File: config.mk
export PLATFORM = sky130hd
export DESIGN_NAME = flags_ctrl
export DESIGN_NICKNAME = d
export VERILOG_FILES = /design/src/rtl/flags_ctrl.sv
export SDC_FILE = /design/constraint.sdc
export NUM_CORES = 1
export LEC_CHECK = 0
export CAP_MARGIN = 10
export CORE_UTILIZATION = 35
export CTS_BUF_LIST = sky130_fd_sc_hd__clkbuf_8
export CTS_CLUSTER_DIAMETER = 80
export DETAILED_ROUTE_END_ITERATION = 16
export GPL_TIMING_DRIVEN = 0
export HOLD_SLACK_MARGIN = 0.15
export PLACE_DENSITY = 0.64
export SLEW_MARGIN = 20
export SYNTH_ARGS = -nofsm -noshare
export SYNTH_HDL_FRONTEND = slang
export SYNTH_SLANG_ARGS = --single-unit
File: constraint.sdc
create_clock -name clk -period 5.3 [get_ports clk]
set_clock_uncertainty 0.15 [all_clocks]
set_input_delay 1.06 -clock clk [delete_from_list [all_inputs] [get_ports clk]]
set_output_delay 1.06 -clock clk [all_outputs]
set_load 0.05 [all_outputs]
File: src/rtl/flags_ctrl.sv
// Z/V/N condition-flag register with ALU/interrupt arbitration, a LIFO shadow
// stack for nested interrupts, and registered branch-condition evaluation.
module flags_ctrl #(
  parameter int DEPTH = 4,
  parameter int DW    = 3,
  localparam int AW   = $clog2(DEPTH + 1)
) (
  input  logic          clk,
  input  logic          rst_n,
  input  logic          stall,
  input  logic          alu_we,
  input  logic [DW-1:0] alu_flags,
  input  logic          int_entry,
  input  logic          int_return,
  input  logic          br_eval,
  input  logic [2:0]    br_cc,
  input  logic          err_clr,
  output logic [DW-1:0] flags_q,
  output logic          br_taken,
  output logic          br_valid,
  output logic [AW-1:0] depth,
  output logic          stack_ovf,
  output logic          stack_unf
);

  logic [DW-1:0] flags_reg, flags_next;
  logic [DW-1:0] stack_reg [DEPTH];
  logic [AW-1:0] depth_reg, depth_next;
  logic          br_taken_reg, br_taken_next;
  logic          br_valid_reg, br_valid_next;
  logic          ovf_reg, ovf_next;
  logic          unf_reg, unf_next;
  logic [DW-1:0] top;
  logic [DEPTH-1:0] wr_en;
  logic          push, swap, ovf_set, unf_set;
  logic          empty, full, cond, lt;

  assign empty = (depth_reg == '0);
  assign full  = (depth_reg == AW'(DEPTH));

  always_comb begin
    top = '0;
    for (int i = 0; i < DEPTH; i++) begin
      if (depth_reg == AW'(i + 1)) top = stack_reg[i];
    end
  end

  // Interrupt swap/return/entry outrank the ALU; a push flushes the ALU write.
  always_comb begin
    flags_next = flags_reg;
    depth_next = depth_reg;
    push       = 1'b0;
    swap       = 1'b0;
    ovf_set    = 1'b0;
    unf_set    = 1'b0;
    if (!stall) begin
      if (int_entry && int_return) begin
        if (empty) begin
          unf_set = 1'b1;
        end else begin
          swap       = 1'b1;
          flags_next = top;
        end
      end else if (int_return) begin
        if (empty) begin
          unf_set = 1'b1;
          if (alu_we) flags_next = alu_flags;
        end else begin
          flags_next = top;
          depth_next = depth_reg - 1'b1;
        end
      end else if (int_entry) begin
        if (full) begin
          ovf_set = 1'b1;
        end else begin
          push       = 1'b1;
          depth_next = depth_reg + 1'b1;
        end
      end else if (alu_we) begin
        flags_next = alu_flags;
      end
    end
  end

  // Branch condition sees the flags being written this cycle.
  assign lt = flags_next[0] ^ flags_next[1];

  always_comb begin
    cond = 1'b0;
    case (br_cc)
      3'b000:  cond = ~flags_next[2];
      3'b001:  cond = flags_next[2];
      3'b010:  cond = ~flags_next[2] & ~lt;
      3'b011:  cond = lt;
      3'b100:  cond = ~lt;
      3'b101:  cond = flags_next[2] | lt;
      3'b110:  cond = flags_next[1];
      default: cond = 1'b1;
    endcase
  end

  assign br_valid_next = br_eval & ~stall;
  assign br_taken_next = br_valid_next ? cond : br_taken_reg;
  assign ovf_next      = ovf_set | (ovf_reg & ~err_clr);
  assign unf_next      = unf_set | (unf_reg & ~err_clr);

  // Push writes the slot at depth; swap overwrites the current top.
  generate
    for (genvar gi = 0; gi < DEPTH; gi++) begin : g_wr
      assign wr_en[gi] = (push && (depth_reg == AW'(gi))) ||
                         (swap && (depth_reg == AW'(gi + 1)));
    end
  endgenerate

  always_ff @(posedge clk or negedge rst_n) begin
    if (!rst_n) begin
      for (int i = 0; i < DEPTH; i++) stack_reg[i] <= '0;
    end else begin
      for (int i = 0; i < DEPTH; i++) begin
        if (wr_en[i]) stack_reg[i] <= flags_reg;
      end
    end
  end

  always_ff @(posedge clk or negedge rst_n) begin
    if (!rst_n) begin
      flags_reg    <= '0;
      depth_reg    <= '0;
      br_taken_reg <= 1'b0;
      br_valid_reg <= 1'b0;
      ovf_reg      <= 1'b0;
      unf_reg      <= 1'b0;
    end else begin
      flags_reg    <= flags_next;
      depth_reg    <= depth_next;
      br_taken_reg <= br_taken_next;
      br_valid_reg <= br_valid_next;
      ovf_reg      <= ovf_next;
      unf_reg      <= unf_next;
    end
  end

  assign flags_q   = flags_reg;
  assign depth     = depth_reg;
  assign br_taken  = br_taken_reg;
  assign br_valid  = br_valid_reg;
  assign stack_ovf = ovf_reg;
  assign stack_unf = unf_reg;

endmodule

==> impl_metrics.yaml <==
synth:
  synth_cell_type_count: 44
  synth_area_leaders: "dfrtp_1 (41%), mux2_2 (11%), ha_1 (5.6%)"
  syn_inst: 134
  yosys_warnings: 0
  yosysTopAreaCell: "dfrtp_1"
  syn_area_per_cell_sq_um: 10.1
  synth_seq_area_share_pct: 40.7
  synth_edf_count: 0
  async_reset_ff_share_pct: 100
  synth_area_sq_mm: 0.00135
  synth_flop_cell: "dfrtp_1"
  synth_seq_cells: 22
  synth_nets: 154
  netlist.area_leader.share_pct: 40.7
global_routing:
  track_usage_pct: 16.0
  overflow: 0
  grt_pass1_wl_microns: 5130
  antenna_found_initial: 0
  grt_max_degree: 23
  first_global_vias: 1097
final_layout:
  largest_register_ffs: 12
  diodes: 0
  area_growth_pct: 24.2
  fin_nets: 182
  final_cell_mix: "dfrtp_1 (22), clkdlybuf4s50_1 (22), mux2_2 (13)"
  final_area_sq_mm: 0.00168
  drive_gt1_share_pct: 15.6
timing:
  report.final.slew_viol_count: 0
  setup_tns_ns: 0
  fin_crit_ns: 3.17
  fmax_mhz: 316
  rsz0062_at_grt: "no"
  slew_headroom_pct: 62.8
  fin_crit_sh_pct: 59.8
  final-hold-violation-count: 0
  setup_viol: 0
  worstMarginPinSlew_ns: 0.553
floorplan:
  core_area_sq_mm: 0.00369
  die_area_sq_mm: 0.00411
  pin_count: 24
  start_util_pct: 36.6
  placementRows: 22
  die_h_microns: 64.1
  chipWidth_microns: 64.1
clock_tree:
  clockRootBuffer: "clkbuf_8"
  clkSinkCount: 22
  ctsHoldBuffers: 0
  cts_buffers: 3
  clockBufferDepth: 2
  cts_setup_buffers: 0
  worstSkewPairLatency_ns: 0.26
  clk_pin_slew_ns: 0.08
  cts_resized: 0
  tritoncts: "done"
  htreeDepth: 1
place:
  gp_congestion: 0.773
  place_area_sq_mm: 0.00164
  port_buffers: 23
  dp_hpwl_microns: 2230
critical_path:
  crit_fanout: 4
  reg2reg_depth: 8
  slowest_delay_ns: 0.54
  r2r-end: "br_taken"
  start_kind: "input pin"
  rrSetupSlack_ns: 2.52
  worst_setup_path_end_kind: "flip-flop"
  crit_chain: "clkdlybuf4s50_1, nand2b_4, mux2_2, a222oi_1, xor2_1, or4_1, o211ai_1"
  critPathArrivalTime_ns: 3.20
  worstSetupPathType: "in2reg"
  rr_startpoint: "depth[0]"
  required_ns: 5.33
  cp_slowest_cell: "clkdlybuf4s50_1"
worst_hold_path:
  min_path_type: "reg2reg"
  whs_endpoint: "stack_reg[3]"
  min_from: "stack_reg[3]"
  whs_path_depth: 1
power:
  peakVddDrop_mv: 0.278
  p_per_area_mw_per_mm2: 527
  leakagePower_nw: 0.701
status:
  outcome: "finished, final reports clean"
route:
  drt_iter0_drc: 42
  wl_microns: 2970
  drt-pass1-iter-count: 4
  routed-via-count: 1076
  drc: 0
  wl_per_cell_microns: 14.3
  ant_nets: 0
  viasPerCell: 5.17
job:
  maxCapViolCount: 0
[routing by layer]
layer	GRT usage, %	vias up	part of all wire [%]
met5	0	-	0
met4	2.50	0	0.24
met1	21.5	528	46
met3	3.39	2	3.2
met2	26.9	18	50
li1	-	528	-
[metrics by stage]
stage	hold slack, ns	std cells	utilization, %	total power, W	worst slack (ns)
after detailed placement	0.345	205	44.5	0.000785	1.86
final	0.363	208	45.5	0.000885	2.13
after CTS	0.362	208	45.6	0.000891	2.14
after global placement	0.337	205	44.5	0.000772	1.90
after floorplan	0.323	134	-	0.000641	2.47
after global routing	0.375	208	45.5	0.000948	2.03
[critical path: cells and delay by family]
family,cells,cell delay (ns)
simple gates,2,0.66
buf+inv,1,0.54
compound gates,2,0.45
mux,1,0.33
xor+xnor,1,0.16
[layout make-up]
cell class / instances / area, sq um
timing repair buffer: 23 / 225
inverter: 10 / 37.5
fill: 386 / 2010
buffer: 4 / 27.5
tap: 48 / 60.1
multi-input combinational: 98 / 736
sequential: 22 / 551
clock buffer: 3 / 41.3
[worst max-delay path by stage]
stage / from / endpoint / slack (ns) / cells past startpoint
floorplan: depth[2] / br_taken / 2.47 / 9
global placement: int_entry / br_taken / 1.90 / 7
detailed placement: int_entry / br_taken / 1.86 / 7
CTS: int_entry / br_taken / 2.14 / 7
global route: int_entry / br_taken / 2.03 / 7
finish: int_entry / br_taken / 2.13 / 7
[synthesized netlist by cell type, types with 2 or more instances]
master	count
o21ai_0	4
ha_1	6
nand2b_1	4
a21oi_1	5
a2bb2oi_1	2
xor2_1	2
nand2_1	12
xnor2_1	2
a222oi_1	2
nor3_1	4
inv_1	10
nand3b_1	3
nor2b_1	4
dfrtp_1	22
mux2_2	13
nor2_1	9
nand3_1	3
[kinds of logic after synthesis]
group | Yosys count | synth area share, %
compound gates | 25 | 14.3
xor+xnor | 4 | 2.59
fa+ha+maj | 6 | 5.56
buf+inv | 14 | 4.81
flops | 22 | 40.7
mux | 15 | 12.7
simple gates | 48 | 19.4
[power breakdown]
part | total (W) | internal [W] | switching [W]
Clock | 0.000102 | 0.0000507 | 0.0000510
Combinational | 0.000483 | 0.000206 | 0.000276
Sequential | 0.000301 | 0.000240 | 0.0000604
Total | 0.000885 | 0.000497 | 0.000387
(Power assumes the default switching activity.)
==> edit 1 (same settings) <==
The parameter `DEPTH` goes from 4 to 16.
--- a/src/rtl/flags_ctrl.sv
+++ b/src/rtl/flags_ctrl.sv
@@ -3,3 +3,3 @@
 module flags_ctrl #(
-  parameter int DEPTH = 4,
+  parameter int DEPTH = 16,
   parameter int DW    = 3,
Ports: changed (resized depth); port bits go from 24 to 26. The function was not compared with the original's and may differ.
==> edit 1 against the unedited design <==
  * Synthesized cell count grew to 2.8 times the old value
  * Critical endpoint unchanged
  * Area after synthesis grew to 2.7 times the old value
  * Hold slack lost 0.0034 ns
  * Cell count increased to 2.7 times the old value
  * Sequential power up 150%
  * Wire length grew to 3.5 times the old value
  * Largest cell class unchanged
  * Largest power group unchanged
  * Global-route usage is 4.0 points higher
  * Sequential cell count increased by 38
  * Final area grew to 2.6 times the old value
  * Setup slack worse by 0.50 ns
  * Total power increased to 2.6 times the old value
==> edit 1: results (changes against the unedited design) <==
\begin{tabular}{lr}
\hline
Metric & Value \\
\hline
\multicolumn{2}{l}{\textbf{Outcome}} \\
Run status & complete, no violations (unchanged) \\
\multicolumn{2}{l}{\textbf{Synthesis}} \\
Count of different cell masters after synthesis & 61 (was 44) \\
Main area contributors after synthesis & sky130\_fd\_sc\_hd\_\_dfrtp\_1 41\%, sky130\_fd\_sc\_hd\_\_mux2\_2 14\%, sky130\_fd\_sc\_hd\_\_nand2\_1 4.1\% (was sky130\_fd\_sc\_hd\_\_dfrtp\_1 41\%, sky130\_fd\_sc\_hd\_\_mux2\_2 11\%, sky130\_fd\_sc\_hd\_\_ha\_1 5.6\%) \\
Compound-gate portion of the synthesized area & 16.6\% (was 14.3\%) \\
Post-Synthesis Mean Instance Area & 9.63 µm² (was 10.1 µm²) \\
\multicolumn{2}{l}{\textbf{Pwr}} \\
Cell leakage power & 1.81 nW (was 0.701 nW) \\
Switching power share of the total & 44.1\% (was 43.8\%) \\
\multicolumn{2}{l}{\textbf{Clock network}} \\
Max H-tree Level & 3 (was 1) \\
Clock buffers created by TritonCTS & 9 (was 3) \\
\multicolumn{2}{l}{\textbf{Routing}} \\
First-pass iteration count of the detailed router & 5 (was 4) \\
\multicolumn{2}{l}{\textbf{Hold path}} \\
Min-Delay Startpoint & br\_taken (was stack\_reg[3]) \\
Hold depth & 2 (was 1) \\
Worst hold path endpoint & br\_taken (was stack\_reg[3]) \\
\multicolumn{2}{l}{\textbf{Placement}} \\
DP Wirelength & 7.63 mm (was 2.23 mm) \\
RePlAce Congestion & 0.914 (was 0.773) \\
Count of input and output buffers & 25 (was 23) \\
\multicolumn{2}{l}{\textbf{Layout}} \\
Count of nets after finishing & 437 (was 182) \\
Flip-flop count of the largest register, all copies and words added & 48 (was 12) \\
Filler-free cell count of the finished design & 553 (was 208) \\
Count of filler cells inserted in the layout & 945 (was 386) \\
Proportion of layout cells with a drive suffix above 1 & 17.6\% (was 15.6\%) \\
\multicolumn{2}{l}{\textbf{Critical path}} \\
Slowest stage delay, CP & 0.45 ns (was 0.54 ns) \\
Register-to-register setup slack & 1.63 ns (was 2.52 ns) \\
Highest-delay cell along the critical path & sky130\_fd\_sc\_hd\_\_dfrtp\_1 (was sky130\_fd\_sc\_hd\_\_clkdlybuf4s50\_1) \\
\multicolumn{2}{l}{\textbf{GRT}} \\
Largest net degree at the start of global routing & 32 (was 23) \\
Global routing usage summed across all routing layers & 20.0\% (was 16.0\%) \\
\hline
\end{tabular}
## edit 1: cell count changes after synthesis, sizes merged, moves of 15 or more
| cell | delta |
|---|---|
| nor2 | +15 |
| nand2 | +28 |
| clkbuf | +18 |
| dfrtp | +38 |
| mux2 | +33 |
| o21ai | +20 |
## edit 1: kinds of logic (layout without fill, tap and decap cells)
| kind of cell | count (synthesis) | count (layout) |
|---|---|---|
| adders and majority gates | 6 | 6 |
| DFF | 60 | 60 |
| xor gates and xnor gates | 5 | 5 |
| buffers and inverters | 40 | 80 |
| muxes | 49 | 49 |
| and+or+nand+nor | 133 | 133 |
| AOI/OAI and AO/OA | 87 | 87 |
## edit 1: how the worst max path moves through the flow
stage	from	to	slack, ns	cells after the start
2_1_floorplan	depth[0]	br_taken	1.99	11
3_3_place_gp	rst_n	br_valid	1.16	1
6_report	depth[1]	br_taken	1.63	12
3_5_place_dp	int_entry	stack_reg[44]	1.55	6
5_1_grt	depth[1]	br_taken	1.40	12
4_1_cts	depth[1]	br_taken	1.69	12
## edit 1: layout make-up
class / instances / area, µm² / area share [%]
Sequential cell: 60 / 1500 / 35.0
Inverter: 13 / 48.8 / 1.14
Multi-Input combinational cell: 280 / 1990 / 46.4
Tap cell: 133 / 166 / 3.88
Buffer: 27 / 123 / 2.86
Clock buffer: 11 / 151 / 3.53
Timing Repair Buffer: 26 / 268 / 6.25
Clock inverter: 3 / 38.8 / 0.905
## edit 1: stage by stage
stage / setup slack, ns / hold WS (ns) / power (mW) / instance area [µm²] / utilization, %
final: 1.63 / 0.359 / 2.32 / 4290 / 43.0
after global placement: 1.16 / 0.337 / 1.88 / 4080 / 41.0
after detailed placement: 1.55 / 0.342 / 1.90 / 4100 / 41.1
after CTS: 1.69 / 0.361 / 2.31 / 4290 / 43.0
after floorplan: 1.99 / 0.320 / 1.53 / 3660 / -
after global routing: 1.40 / 0.378 / 2.46 / 4290 / 43.0
## edit 1: power groups by stage
stage / clock, mW / sequential, mW / combinational [mW]
finish: 0.411 / 0.745 / 1.17
floorplan: 0 / 0.803 / 0.727
detailed placement: 0 / 0.749 / 1.15
global placement: 0 / 0.743 / 1.14
global route: 0.440 / 0.764 / 1.25
CTS: 0.415 / 0.743 / 1.15
## edit 1: worst max-delay path, delay by kind of cell (launching register included)
family	cells	cell delay (ns)
adder cells (fa/ha/maj)	2	0.40
XOR/XNOR	1	0.31
buffers and inverters	3	1.05
AO/OA/AOI/OAI	3	0.77
AND/OR/NAND/NOR	3	0.41
flip-flops	1	0.45
## edit 1: per-layer routing
metal  routed length [µm]  share of wire [%]  global-route usage [%]  up-vias
met5                    0                  0                       0        -
met4                  310                3.0                    8.88        0
met3                  518                5.0                    5.26       31
met2                 4630                 45                    29.8      127
met1                 4870                 47                    27.1     1590
li1                     -                  -                       -     1465
==> edit 2 (same settings) <==
Without the edit above. Reset style: synchronous (`rst_n`), changed in 2 clocked blocks.
--- a/src/rtl/flags_ctrl.sv
+++ b/src/rtl/flags_ctrl.sv
@@ -114,3 +114,3 @@
 
-  always_ff @(posedge clk or negedge rst_n) begin
+  always_ff @(posedge clk) begin
     if (!rst_n) begin
@@ -124,3 +124,3 @@
 
-  always_ff @(posedge clk or negedge rst_n) begin
+  always_ff @(posedge clk) begin
     if (!rst_n) begin
Behaviour: differs if rst_n is asserted again (counterexample within 4 cycles, from zero or initial values and one cycle with rst_n low); with rst_n held inactive, the same outputs for 10 cycles.
==> edit 2 against the unedited design <==
  * Setup slack better by 0.029 ns
  * Wire length is 7.2% higher
  * Area after synthesis increased by 2.0%
  * Final area up 2.2%
  * Global-route usage grew 1.3 points
  * Sequential cell count unchanged
  * Count of clock-buffer cells in the layout unchanged
  * Sequential share of layout area down 0.11 points
  * Largest cell class unchanged
  * Highest routed layer unchanged
Power is not compared: it rests on default switching activity, and its combinational part moved more than twofold at a synthesized area within 25%.
==> edit 2: results (changes against the unedited design) <==
\begin{tabular}{lr}
\hline
Metric & Value \\
\hline
\multicolumn{2}{l}{\textbf{GRT}} \\
Largest net degree at the start of global routing & 13 (was 23) \\
Global routing usage summed across all routing layers & 17.3\% (was 16.0\%) \\
Via count of the first global-routing pass & 1234 (was 1097) \\
Wire length of the first global-routing pass & 5.52 mm (was 5.13 mm) \\
\multicolumn{2}{l}{\textbf{Floorplan}} \\
Horizontal die dimension & 64.8 µm (was 64.1 µm) \\
\multicolumn{2}{l}{\textbf{STA}} \\
Transition time at the pin with the least slew margin & 0.504 ns (was 0.553 ns) \\
\multicolumn{2}{l}{\textbf{Placement}} \\
DP Wirelength & 2.47 mm (was 2.23 mm) \\
Placed cell area & 0.00167 mm² (was 0.00164 mm²) \\
\multicolumn{2}{l}{\textbf{Layout}} \\
Number of non-clock buffers in the layout & 29 (was 27) \\
Final core utilization & 46.1\% (was 45.5\%) \\
Non-clk invs & 9 (was 10) \\
Multi-input gates & 116 (was 98) \\
Proportion of layout cells with a drive suffix above 1 & 10.0\% (was 15.6\%) \\
Register fraction of the total cell area & 32.7\% (was 32.8\%) \\
Multi-input gate share of the layout cell area & 43.6\% (was 43.8\%) \\
Clock network share of area & 2.63\% (was 2.46\%) \\
\multicolumn{2}{l}{\textbf{Critical path}} \\
Largest driver fanout on the critical path & 7 (was 4) \\
Data arrival, critical path & 3.15 ns (was 3.20 ns) \\
\multicolumn{2}{l}{\textbf{Routing}} \\
Total routed wirelength & 3.18 mm (was 2.97 mm) \\
Avg Vias per Cell & 5.29 (was 5.17) \\
\multicolumn{2}{l}{\textbf{Synthesis}} \\
Ys flop type & sky130\_fd\_sc\_hd\_\_edfxtp\_1 (was sky130\_fd\_sc\_hd\_\_dfrtp\_1) \\
Main area contributors after synthesis & sky130\_fd\_sc\_hd\_\_edfxtp\_1 26\%, sky130\_fd\_sc\_hd\_\_dfxtp\_1 15\%, sky130\_fd\_sc\_hd\_\_ha\_1 5.4\% (was sky130\_fd\_sc\_hd\_\_dfrtp\_1 41\%, sky130\_fd\_sc\_hd\_\_mux2\_2 11\%, sky130\_fd\_sc\_hd\_\_ha\_1 5.6\%) \\
Number of flops mapped to enable cells by yosys & 12 (was 0) \\
Share of the yosys chip area belonging to registers & 40.7\% (about the same) \\
Count of different cell masters after synthesis & 46 (was 44) \\
\multicolumn{2}{l}{\textbf{Outcome}} \\
Run status & complete, no violations (unchanged) \\
\hline
\end{tabular}
edit 2: cell types whose count changed in the layout (fill, tap and decap cells not counted), moves of 5 or more:
cell and delta:
sky130_fd_sc_hd__edfxtp_1 +12, sky130_fd_sc_hd__a21oi_1 +5, sky130_fd_sc_hd__dfxtp_1 +10, sky130_fd_sc_hd__nor2_1 +11, sky130_fd_sc_hd__nand2_1 +6, sky130_fd_sc_hd__mux2_2 -12, sky130_fd_sc_hd__dfrtp_1 -22, sky130_fd_sc_hd__and2_1 +5
edit 2: logic make-up after synthesis:
group                    count (synthesis)  synth area share (%)
AO/OA/AOI/OAI                           32                  17.5
AND/OR/NAND/NOR                         71                  26.0
adder cells (fa/ha/maj)                  6                  5.44
buffers and inverters                   15                  5.08
multiplexers                             3                  2.27
flip-flops                              22                  40.7
XOR/XNOR                                 4                  3.09
edit 2: layer usage:
layer / up-vias / track usage, % / share of wire (%)
li1: 600 / - / -
met1: 570 / 21.6 / 46
met2: 29 / 28.9 / 48
met3: 6 / 2.11 / 3.9
met4: 0 / 8.89 / 1.5
met5: - / 0 / 0
edit 2: where the power goes:
| group | switching, mW | leakage, nW | internal (mW) |
|---|---|---|---|
| combinational | 0.0703 | 0.408 | 0.0476 |
| clock | 0.0523 | 0.0231 | 0.0516 |
| sequential | 0.00806 | 0.206 | 0.188 |
edit 2: path summary, 6_finish.rpt:
check	from	cells after the start	slack, ns	end
worst max-delay path	int_entry	8	2.16	br_taken
worst min-delay path	stack_ovf	2	0.34	stack_ovf
worst max register to register	depth[2]	11	2.67	br_taken
worst min register to register	stack_ovf	2	0.34	stack_ovf
edit 2: worst max-delay path, stage by stage:
cell and delay (ns):
sky130_fd_sc_hd__clkdlybuf4s50_1 0.57, sky130_fd_sc_hd__nand2b_1 0.17, sky130_fd_sc_hd__mux2_2 0.35, sky130_fd_sc_hd__a221oi_2 0.30, sky130_fd_sc_hd__nand2_2 0.12, sky130_fd_sc_hd__xor2_2 0.16, sky130_fd_sc_hd__o22ai_1 0.11, sky130_fd_sc_hd__a2111oi_2 0.30
edit 2: stage by stage:
stage | hold WS (ns) | std cells | setup slack (ns)
floorplan | 0.537 | 153 | 2.60
global placement | 0.322 | 224 | 1.93
detailed placement | 0.329 | 224 | 1.89
CTS | 0.347 | 228 | 2.16
global route | 0.390 | 228 | 1.96
finish | 0.344 | 228 | 2.16
